$ cat src/rtl/sram_stream_reader.sv
`default_nettype none
// ============================================================================
// Module      : sram_stream_reader
// Description : Burst read streamer for a single-port SRAM with a one-cycle
//               registered read, delivering words on a valid/ready stream.
// Revision    : 1.0 - initial release
// ============================================================================

module sram_stream_reader #(
  parameter int ADDR_W = 11,
  parameter int DATA_W = 64,
  parameter int LEN_W  = 12
) (
  input  logic              clk_i,
  input  logic              rst_ni,
  input  logic              start_i,
  input  logic [ADDR_W-1:0] base_addr_i,
  input  logic [LEN_W-1:0]  len_i,
  output logic              busy_o,
  output logic              done_o,
  output logic              mem_ceb_o,
  output logic              mem_web_o,
  output logic [ADDR_W-1:0] mem_a_o,
  input  logic [DATA_W-1:0] mem_q_i,
  output logic [DATA_W-1:0] data_o,
  output logic              valid_o,
  input  logic              ready_i
);

  localparam logic [LEN_W-1:0] C_MAX_LEN = LEN_W'(2 ** ADDR_W);

  typedef enum logic [1:0] {
    S_IDLE  = 2'd0,
    S_RUN   = 2'd1,
    S_DRAIN = 2'd2
  } state_t;

  state_t              r_state;
  state_t              w_state_nxt;

  logic [ADDR_W-1:0]   r_base;
  logic [LEN_W-1:0]    r_len;
  logic [LEN_W-1:0]    r_issued;
  logic [LEN_W-1:0]    r_popped;
  logic                r_pending;
  logic [ADDR_W-1:0]   r_last_addr;

  logic [DATA_W-1:0]   r_buf [0:1];
  logic                r_wptr;
  logic                r_rptr;
  logic [1:0]          r_count;

  logic                w_pop;
  logic [1:0]          w_fill;
  logic                w_room;
  logic                w_issue;
  logic [ADDR_W-1:0]   w_issue_addr;
  logic [LEN_W-1:0]    w_len_clamped;
  logic                w_latch;
  logic                w_done;

  assign w_pop         = valid_o & ready_i;
  assign w_fill        = r_count + {1'b0, r_pending};
  // A full pipeline may still issue when a pop frees a slot in the same cycle.
  assign w_room        = (w_fill < 2'd2) | ((w_fill == 2'd2) & w_pop);
  assign w_issue       = (r_state == S_RUN) & (r_issued != r_len) & w_room;
  assign w_issue_addr  = r_base + r_issued[ADDR_W-1:0];
  assign w_len_clamped = (len_i > C_MAX_LEN) ? C_MAX_LEN : len_i;

  assign mem_ceb_o = ~w_issue;
  assign mem_web_o = 1'b1;
  assign mem_a_o   = w_issue ? w_issue_addr : r_last_addr;

  assign valid_o = (r_count != 2'd0);
  assign data_o  = r_buf[r_rptr];
  assign busy_o  = (r_state != S_IDLE);
  assign done_o  = w_done;

  always_comb begin
    w_state_nxt = r_state;
    w_latch     = 1'b0;
    w_done      = 1'b0;
    case (r_state)
      S_IDLE: begin
        if (start_i) begin
          w_latch     = 1'b1;
          w_state_nxt = (w_len_clamped == '0) ? S_DRAIN : S_RUN;
        end
      end
      S_RUN: begin
        if (w_issue && ((r_issued + LEN_W'(1)) == r_len)) begin
          w_state_nxt = S_DRAIN;
        end
      end
      S_DRAIN: begin
        if (r_popped == r_len) begin
          w_done      = 1'b1;
          w_state_nxt = S_IDLE;
        end
      end
      default: w_state_nxt = S_IDLE;
    endcase
  end

  always_ff @(posedge clk_i or negedge rst_ni) begin
    if (!rst_ni) begin
      r_state <= S_IDLE;
    end else begin
      r_state <= w_state_nxt;
    end
  end

  always_ff @(posedge clk_i or negedge rst_ni) begin
    if (!rst_ni) begin
      r_base      <= '0;
      r_len       <= '0;
      r_issued    <= '0;
      r_popped    <= '0;
      r_pending   <= 1'b0;
      r_last_addr <= '0;
    end else begin
      if (w_latch) begin
        r_base   <= base_addr_i;
        r_len    <= w_len_clamped;
        r_issued <= '0;
        r_popped <= '0;
      end else begin
        if (w_issue) r_issued <= r_issued + LEN_W'(1);
        if (w_pop)   r_popped <= r_popped + LEN_W'(1);
      end
      r_pending <= w_issue;
      if (w_issue) r_last_addr <= w_issue_addr;
    end
  end

  // Read data lands in the buffer the edge after the SRAM executes the read.
  always_ff @(posedge clk_i or negedge rst_ni) begin
    if (!rst_ni) begin
      r_buf[0] <= '0;
      r_buf[1] <= '0;
      r_wptr   <= 1'b0;
      r_rptr   <= 1'b0;
      r_count  <= 2'd0;
    end else begin
      if (r_pending) begin
        r_buf[r_wptr] <= mem_q_i;
        r_wptr        <= ~r_wptr;
      end
      if (w_pop) r_rptr <= ~r_rptr;
      r_count <= r_count + {1'b0, r_pending} - {1'b0, w_pop};
    end
  end

endmodule

`default_nettype wire
$ cat config.mk
export PLATFORM = sky130hd
export DESIGN_NAME = sram_stream_reader
export DESIGN_NICKNAME = d
export VERILOG_FILES = /design/src/rtl/sram_stream_reader.sv
export SDC_FILE = /design/constraint.sdc
export NUM_CORES = 1
export LEC_CHECK = 0
export CORE_MARGIN = 5
export CORE_UTILIZATION = 53
export DETAILED_ROUTE_END_ITERATION = 8
export HOLD_SLACK_MARGIN = 0.02
export PLACE_DENSITY = 0.86
export SLEW_MARGIN = 20
export SYNTH_ARGS = -nofsm -noshare
export SYNTH_HDL_FRONTEND = slang
export SYNTH_SLANG_ARGS = --single-unit
export TNS_END_PERCENT = 10
$ cat constraint.sdc
create_clock -name clk_i -period 3 [get_ports clk_i]
set_input_delay 0.45 -clock clk_i [delete_from_list [all_inputs] [get_ports clk_i]]
set_output_delay 0.45 -clock clk_i [all_outputs]
set_load 0.005 [all_outputs]
==> results of run 1 <==
-- registers in the layout (all words and copies together) (netlist names) --
name,flops
r_len,12
r_base,11
r_issued,12
r_wptr,1
r_state,2
r_rptr,1
r_buf,128
r_last_addr,11
r_popped,12
r_count,2
r_pending,1
-- kinds of logic (layout without fill, tap and decap cells) --
| group | after synthesis | after routing |
|---|---|---|
| muxes | 195 | 195 |
| DFF | 193 | 193 |
| xor gates and xnor gates | 55 | 55 |
| other | 1 | 1 |
| and+or+nand+nor | 178 | 178 |
| adders and majority gates | 16 | 16 |
| AOI/OAI and AO/OA | 74 | 74 |
| buffers and inverters | 53 | 258 |
-- what timing repair did --
action	CTS	global route
gates resized for setup	43	13
hold endpoints to repair	0	0
hold buffers	0	0
gates cloned	0	0
setup buffers	12	3
pin swaps	12	8
setup endpoints to repair	12	13
-- Yosys cell counts, drive strengths merged (15+ instances only) --
cell | n | area [µm²]
xnor2 | 18 | 157.7
dfrtp | 193 | 4830
o21ai | 23 | 115.1
clkbuf | 33 | 123.9
nand2 | 84 | 317.8
ha | 15 | 187.7
mux2 | 192 | 2162
a21oi | 16 | 80.08
nand3 | 18 | 90.09
nor2 | 23 | 86.33
xor2 | 37 | 324.1
-- worst min-delay path by stage --
| stage | cells after the start | to | from |
|---|---|---|---|
| 2_1_floorplan | 0 | r_base[0]$_DFFE_PN0P_ | rst_ni |
| 6_report | 1 | r_buf[96]$_DFFE_PN0P_ | rst_ni |
| 4_1_cts | 1 | r_buf[96]$_DFFE_PN0P_ | rst_ni |
| 3_5_place_dp | 2 | r_last_addr[1]$_DFF_PN0_ | r_last_addr[1]$_DFF_PN0_ |
| 3_3_place_gp | 2 | r_last_addr[1]$_DFF_PN0_ | r_last_addr[1]$_DFF_PN0_ |
| 5_1_grt | 1 | r_buf[96]$_DFFE_PN0P_ | rst_ni |
-- layout by cell type, fill, tap and decap left out, types with 6 or more instances in the layout --
cell type	count
inv_1	9
dfrtp_1	185
mux2_2	192
buf_4	40
o211ai_1	10
ha_1	11
o21ai_1	10
xnor2_1	16
nand4_1	6
nor2_1	23
nand2_1	82
nand3b_1	7
clkbuf_16	17
or3_1	6
o21ai_0	13
a21oi_1	12
dfrtp_2	8
clkdlybuf4s50_1	157
nand3_1	18
xor2_1	35
-- final cells by class --
type,count,share of cell area
clock buffers,18,0.03590
flip-flops and latches,193,0.3957
well taps,225,0.02302
inverters,10,0.003273
multi-input cells,519,0.3582
repair buffers,216,0.1721
clock inverters,14,0.01187
-- metrics by stage --
stage	utilization	worst slack [ns]
2_1_floorplan	-	0.4542
3_3_place_gp	0.6614	-0.03669
3_5_place_dp	0.6614	-0.1410
4_1_cts	0.7075	-0.1641
5_1_grt	0.7096	-0.3067
6_report	0.7096	-0.1959
-- power by group --
group / leakage (nW) / switching (mW) / total (mW) / internal (mW)
clock network: 0.287 / 1.08 / 2.21 / 1.13
registers: 2.33 / 0.725 / 4.55 / 3.82
logic: 2.70 / 2.97 / 7.19 / 4.22
total: 5.31 / 4.77 / 13.9 / 9.18
-- metal layers --
metal | up-vias | wire length (µm)
li1 | 3096 | -
met1 | 3345 | 9271
met2 | 218 | 10860
met3 | 30 | 1454
met4 | 0 | 427
met5 | - | 0
==> results.yml, run 1 <==
critical_path:
  critPathMaxFanout: 5
  crit_cells: 9
  arrival_ns: 2.75
  reg2reg_to: "r_state[0]$_DFFE_PN0P_"
  path_class: "reg -> out"
  crit_chain: "ha_4 > nand3_1 > o2111ai_2 > a21o_1 > a21oi_2 > buf_4 > xor2_1 > o21ai_1 > clkdlybuf4s50_1"
  slowest_stage: "clkdlybuf4s50_1"
  crit_buf_inv: 2
  crit_path_end_kind: "output port"
  worst-r2r-cell-count: 7
  setup.worst_path.end: "mem_a_o[7]"
  worstPathRequired_ns: 2.55
  max_stage_delay_ns: 0.53
  critPathTopFamily: "buffers and inverters"
  crit_start: "r_issued[4]$_DFFE_PN0P_"
  regToRegSetupSlack_ns: 0.50
  rr_startpoint: "r_issued[3]$_DFFE_PN0P_"
  start_kind: "register"
floorplanning:
  dieHeight_um: 142.4
  rows: 48
  boundaryPins: 171
  die_w_um: 142.4
  start_util: 0.5389
  dieArea_um2: 20270
  core-area_um2: 17240
layout:
  multi_input_area_um2: 4382
  fillers: 1169
  design_area_um2: 12230
  regArea_um2: 4840
  n_antenna_cell: 0
  layout-drive-gt1-share: 0.3227
  layout.nets: 1064
  fin_cells: 1195
  syn2layout_area_growth_pct: 31.68
logic_synthesis:
  synth.distinct_cells: 54
  synthAdderAreaFrac: 0.02236
  synthMuxAreaShare: 0.2360
  synthesis.area_um2: 9289
  synth_simple_gate_area_frac: 0.09321
  yosys_warnings: 0
  synth_top_family_by_area: "multiplexers"
  ys.flop_type: "dfrtp_1"
  yosysSeqAreaShare: 0.5199
  synthesis.nets: 872
  ys_ff_latch: 193
  synth_compound_area_frac: 0.05294
  synth_area_per_cell_um2: 12.14
  async_flop_share: 1.000
  synthCells: 765
  synth-edff-count: 0
  synthXorXnorAreaFrac: 0.05186
power_and_ir_drop:
  p_leak_nw: 5.313
  power_density_nw_per_um2: 1140
  p_total_mw: 13.95
  vdd_drop_max_uv: 964.3
global_route:
  met1_usage: 0.2896
  grt_pass1_wl_mm: 36.53
  grt_max_degree: 83
  top_usage_layer: "met2"
  antenna_found_initial: 0
  grt-ovfl-total: 0
  use_met2: 0.3801
  grt_use_total: 0.2242
  met3_usage: 0.05276
  first_global_vias: 7186
timing:
  fin_crit_sh: 1.065
  hold-worst-slack_ns: 0.03681
  rsz0062_at_grt: "yes"
  achievable-frequency_ghz: 0.3129
  maxSlewHeadroom: 0.5484
  clock_skew_ns: 0.01067
  maxSlewViolCount: 0
  hold_violations: 0
  period_needed_ns: 3.196
  finalSetupTns_ns: -0.5097
  setup_violations: 4
  tightest_slew_ns: 0.6775
  layout_setup_ws_ns: -0.1959
place:
  dp.cells: 1148
  place_area_um2: 11400
  hpwl_mm: 14.86
  gp_congestion: 0.9325
  portBuffers: 169
detailed_routing:
  vias: 6689
  vias_per_cell: 5.597
  post_drt_wl_per_cell_um: 18.42
  antenna_left: 0
  drcViolationCount: 0
  first_iter_violations: 340
  dr.pass1.iters: 4
  wirelength_mm: 22.02
outcome:
  violations: "setup timing"
  status: "finished, violations left"
clock_tree:
  clk_latency_ns: 0.43
  root_buffer: "clkbuf_16"
  cts.sinks: 193
  htreeDepth: 4
  path_clk_slew_ns: 0.08
  cts_tree: "built"
  ctsLongestPathBuffers: 2
  numCtsBuffers: 17
min_path:
  min_path_type: "in -> async"
run:
  drv_cap: 0
Note: power is estimated with default switching activity, not from simulation.
==> run 2: changes to the inputs <==
--- a/config.mk
+++ b/config.mk
@@ -6,10 +6,11 @@
 export NUM_CORES = 1
 export LEC_CHECK = 0
 export CORE_MARGIN = 5
-export CORE_UTILIZATION = 53
+export CORE_UTILIZATION = 56
 export DETAILED_ROUTE_END_ITERATION = 8
+export DONT_BUFFER_PORTS = 1
 export HOLD_SLACK_MARGIN = 0.02
-export PLACE_DENSITY = 0.86
+export PLACE_DENSITY = 0.76
 export SLEW_MARGIN = 20
 export SYNTH_ARGS = -nofsm -noshare
 export SYNTH_HDL_FRONTEND = slang
==> constraint.sdc (replaced) <==
create_clock -name clk_i -period 3 [get_ports clk_i]
set_input_delay 0.45 -clock clk_i [delete_from_list [all_inputs] [get_ports clk_i]]
set_output_delay 0.45 -clock clk_i [all_outputs]
set_load 0.05 [all_outputs]
==> results.yml, run 2 (synthesis results as in run 1) <==
critical_path:
  crit_path_end_kind: "output port"
  rr_startpoint: "r_issued[2]$_DFFE_PN0P_"
  start_kind: "register"
  regToRegSetupSlack_ns: 0.53
  reg2reg_to: "r_issued[5]$_DFFE_PN0P_"
  worst-r2r-cell-count: 8
  path_class: "reg -> out"
  arrival_ns: 2.62
  critPathMaxFanout: 2
  worstPathRequired_ns: 2.55
detailed_routing:
  first_iter_violations: 283
  dr.pass1.iters: 5
  wirelength_mm: 20.55
  vias_per_cell: 5.880
  post_drt_wl_per_cell_um: 20.39
  antenna_left: 0
  vias: 5927
  drcViolationCount: 0
place:
  hpwl_mm: 14.17
  portBuffers: 0
  gp_congestion: 0.8887
  place_ws_ns: 0.1438
global_route:
  antenna_found_initial: 0
  grt_pass1_wl_mm: 33.75
  grt_use_total: 0.2161
  first_global_vias: 6447
  grt-ovfl-total: 0
  grt_max_degree: 194
floorplanning:
  rows: 47
  start_util: 0.5662
  dieHeight_um: 138.8
  boundaryPins: 171
  die_w_um: 138.8
  dieArea_um2: 19260
  core-area_um2: 16410
clock_tree:
  htreeDepth: 4
  cts_tree: "built"
  root_buffer: "clkbuf_16"
  ctsLongestPathBuffers: 2
  clk_latency_ns: 0.42
  path_clk_slew_ns: 0.07
  numCtsBuffers: 17
  cts.sinks: 193
layout:
  fillers: 1206
  n_antenna_cell: 0
  layout-drive-gt1-share: 0.3566
  regArea_um2: 4831
  largest_register_ffs: 128
  most-common-layout-cells: "mux2_2 (192), dfrtp_1 (192), nand2_1 (82)"
  syn2layout_area_growth_pct: 11.76
  multi_input_area_um2: 4377
  top_register: "r_buf"
  layout.nets: 884
timing:
  clock_skew_ns: 0.01171
  period_needed_ns: 3.071
  setup_violations: 3
  fin_crit_sh: 1.024
  layout_setup_ws_ns: -0.07109
  hold-worst-slack_ns: -0.2774
  maxSlewViolCount: 0
  hold_violations: 193
  maxSlewHeadroom: 0.5138
  rsz0062_at_grt: "yes"
  tightest_slew_ns: 0.7267
  achievable-frequency_ghz: 0.3256
run:
  drv_cap: 0
min_path:
  min_path_type: "in -> async"
outcome:
  violations: "hold timing, setup timing"
  status: "finished, violations left"
run 2: cell types whose count changed in the layout (fill, tap and decap cells not counted), sizes merged:
cell           change
dlymetal6s2s       -4
dlygate4sd2        -3
inv                -4
clkinv             -3
clkbuf             -3
a311o              +1
bufinv             +1
clkinvlp           +3
clkdlybuf4s50    -157
buf               -13
run 2: stage by stage:
| stage | instance area, µm² | utilization | instances | hold WS (ns) | setup TNS, ns |
|---|---|---|---|---|---|
| floorplan | 9294 | - | 765 | 0.1544 | -0.5465 |
| global placement | 9671 | 0.5894 | 972 | 0.1598 | 0 |
| detailed placement | 9671 | 0.5894 | 972 | 0.1600 | 0 |
| CTS | 10310 | 0.6287 | 1006 | -0.2998 | -0.1754 |
| global route | 10380 | 0.6327 | 1008 | -0.3083 | -0.6538 |
| finish | 10380 | 0.6327 | 1008 | -0.2774 | -0.1647 |
run 2: worst max path at each step:
stage	cells past startpoint	end	start
6_report	10	mem_a_o[8]	r_base[0]$_DFFE_PN0P_
5_1_grt	10	mem_a_o[8]	r_base[0]$_DFFE_PN0P_
4_1_cts	9	mem_a_o[10]	r_base[0]$_DFFE_PN0P_
3_5_place_dp	7	mem_a_o[9]	r_base[1]$_DFFE_PN0P_
3_3_place_gp	7	mem_a_o[9]	r_base[1]$_DFFE_PN0P_
2_1_floorplan	7	mem_a_o[6]	r_issued[0]$_DFFE_PN0P_
run 2: critical path, stage by stage, from the launching register on:
cell      delay [ns]
dfrtp_1         0.39
ha_2            0.21
fa_2            0.41
a21oi_4         0.17
o211ai_1        0.13
a21oi_2         0.20
o21a_1          0.17
buf_4           0.12
xor2_1          0.05
o21ai_1         0.15
buf_6           0.18
run 2: cell type report:
type / instances / share of cell area
multi-input cells: 520 / 0.4216
inverters: 10 / 0.003616
well taps: 220 / 0.02652
clock buffers: 19 / 0.04267
flip-flops and latches: 193 / 0.4653
clock inverters: 11 / 0.01024
repair buffers: 35 / 0.03001
run 2: routing by layer:
layer  vias up  GRT usage  wire length [µm]
li1       2728          -                 -
met5         -          0                 0
met2       199     0.3697             10460
met3        44    0.06931              1355
met1      2956     0.2605              8281
met4         0    0.07003               454
run 2: timing repair:
action	4_1_cts	5_1_grt
cloned	1	0
buffers inserted	3	2
pin swaps	5	3
gates resized for setup	11	8
hold endpoints to repair	193	193
setup endpoints to repair	8	11
Power of run 2 is left out: the tool's default activity adds up to more than one toggle a clock period on the data nets, which glitch-free logic cannot reach.
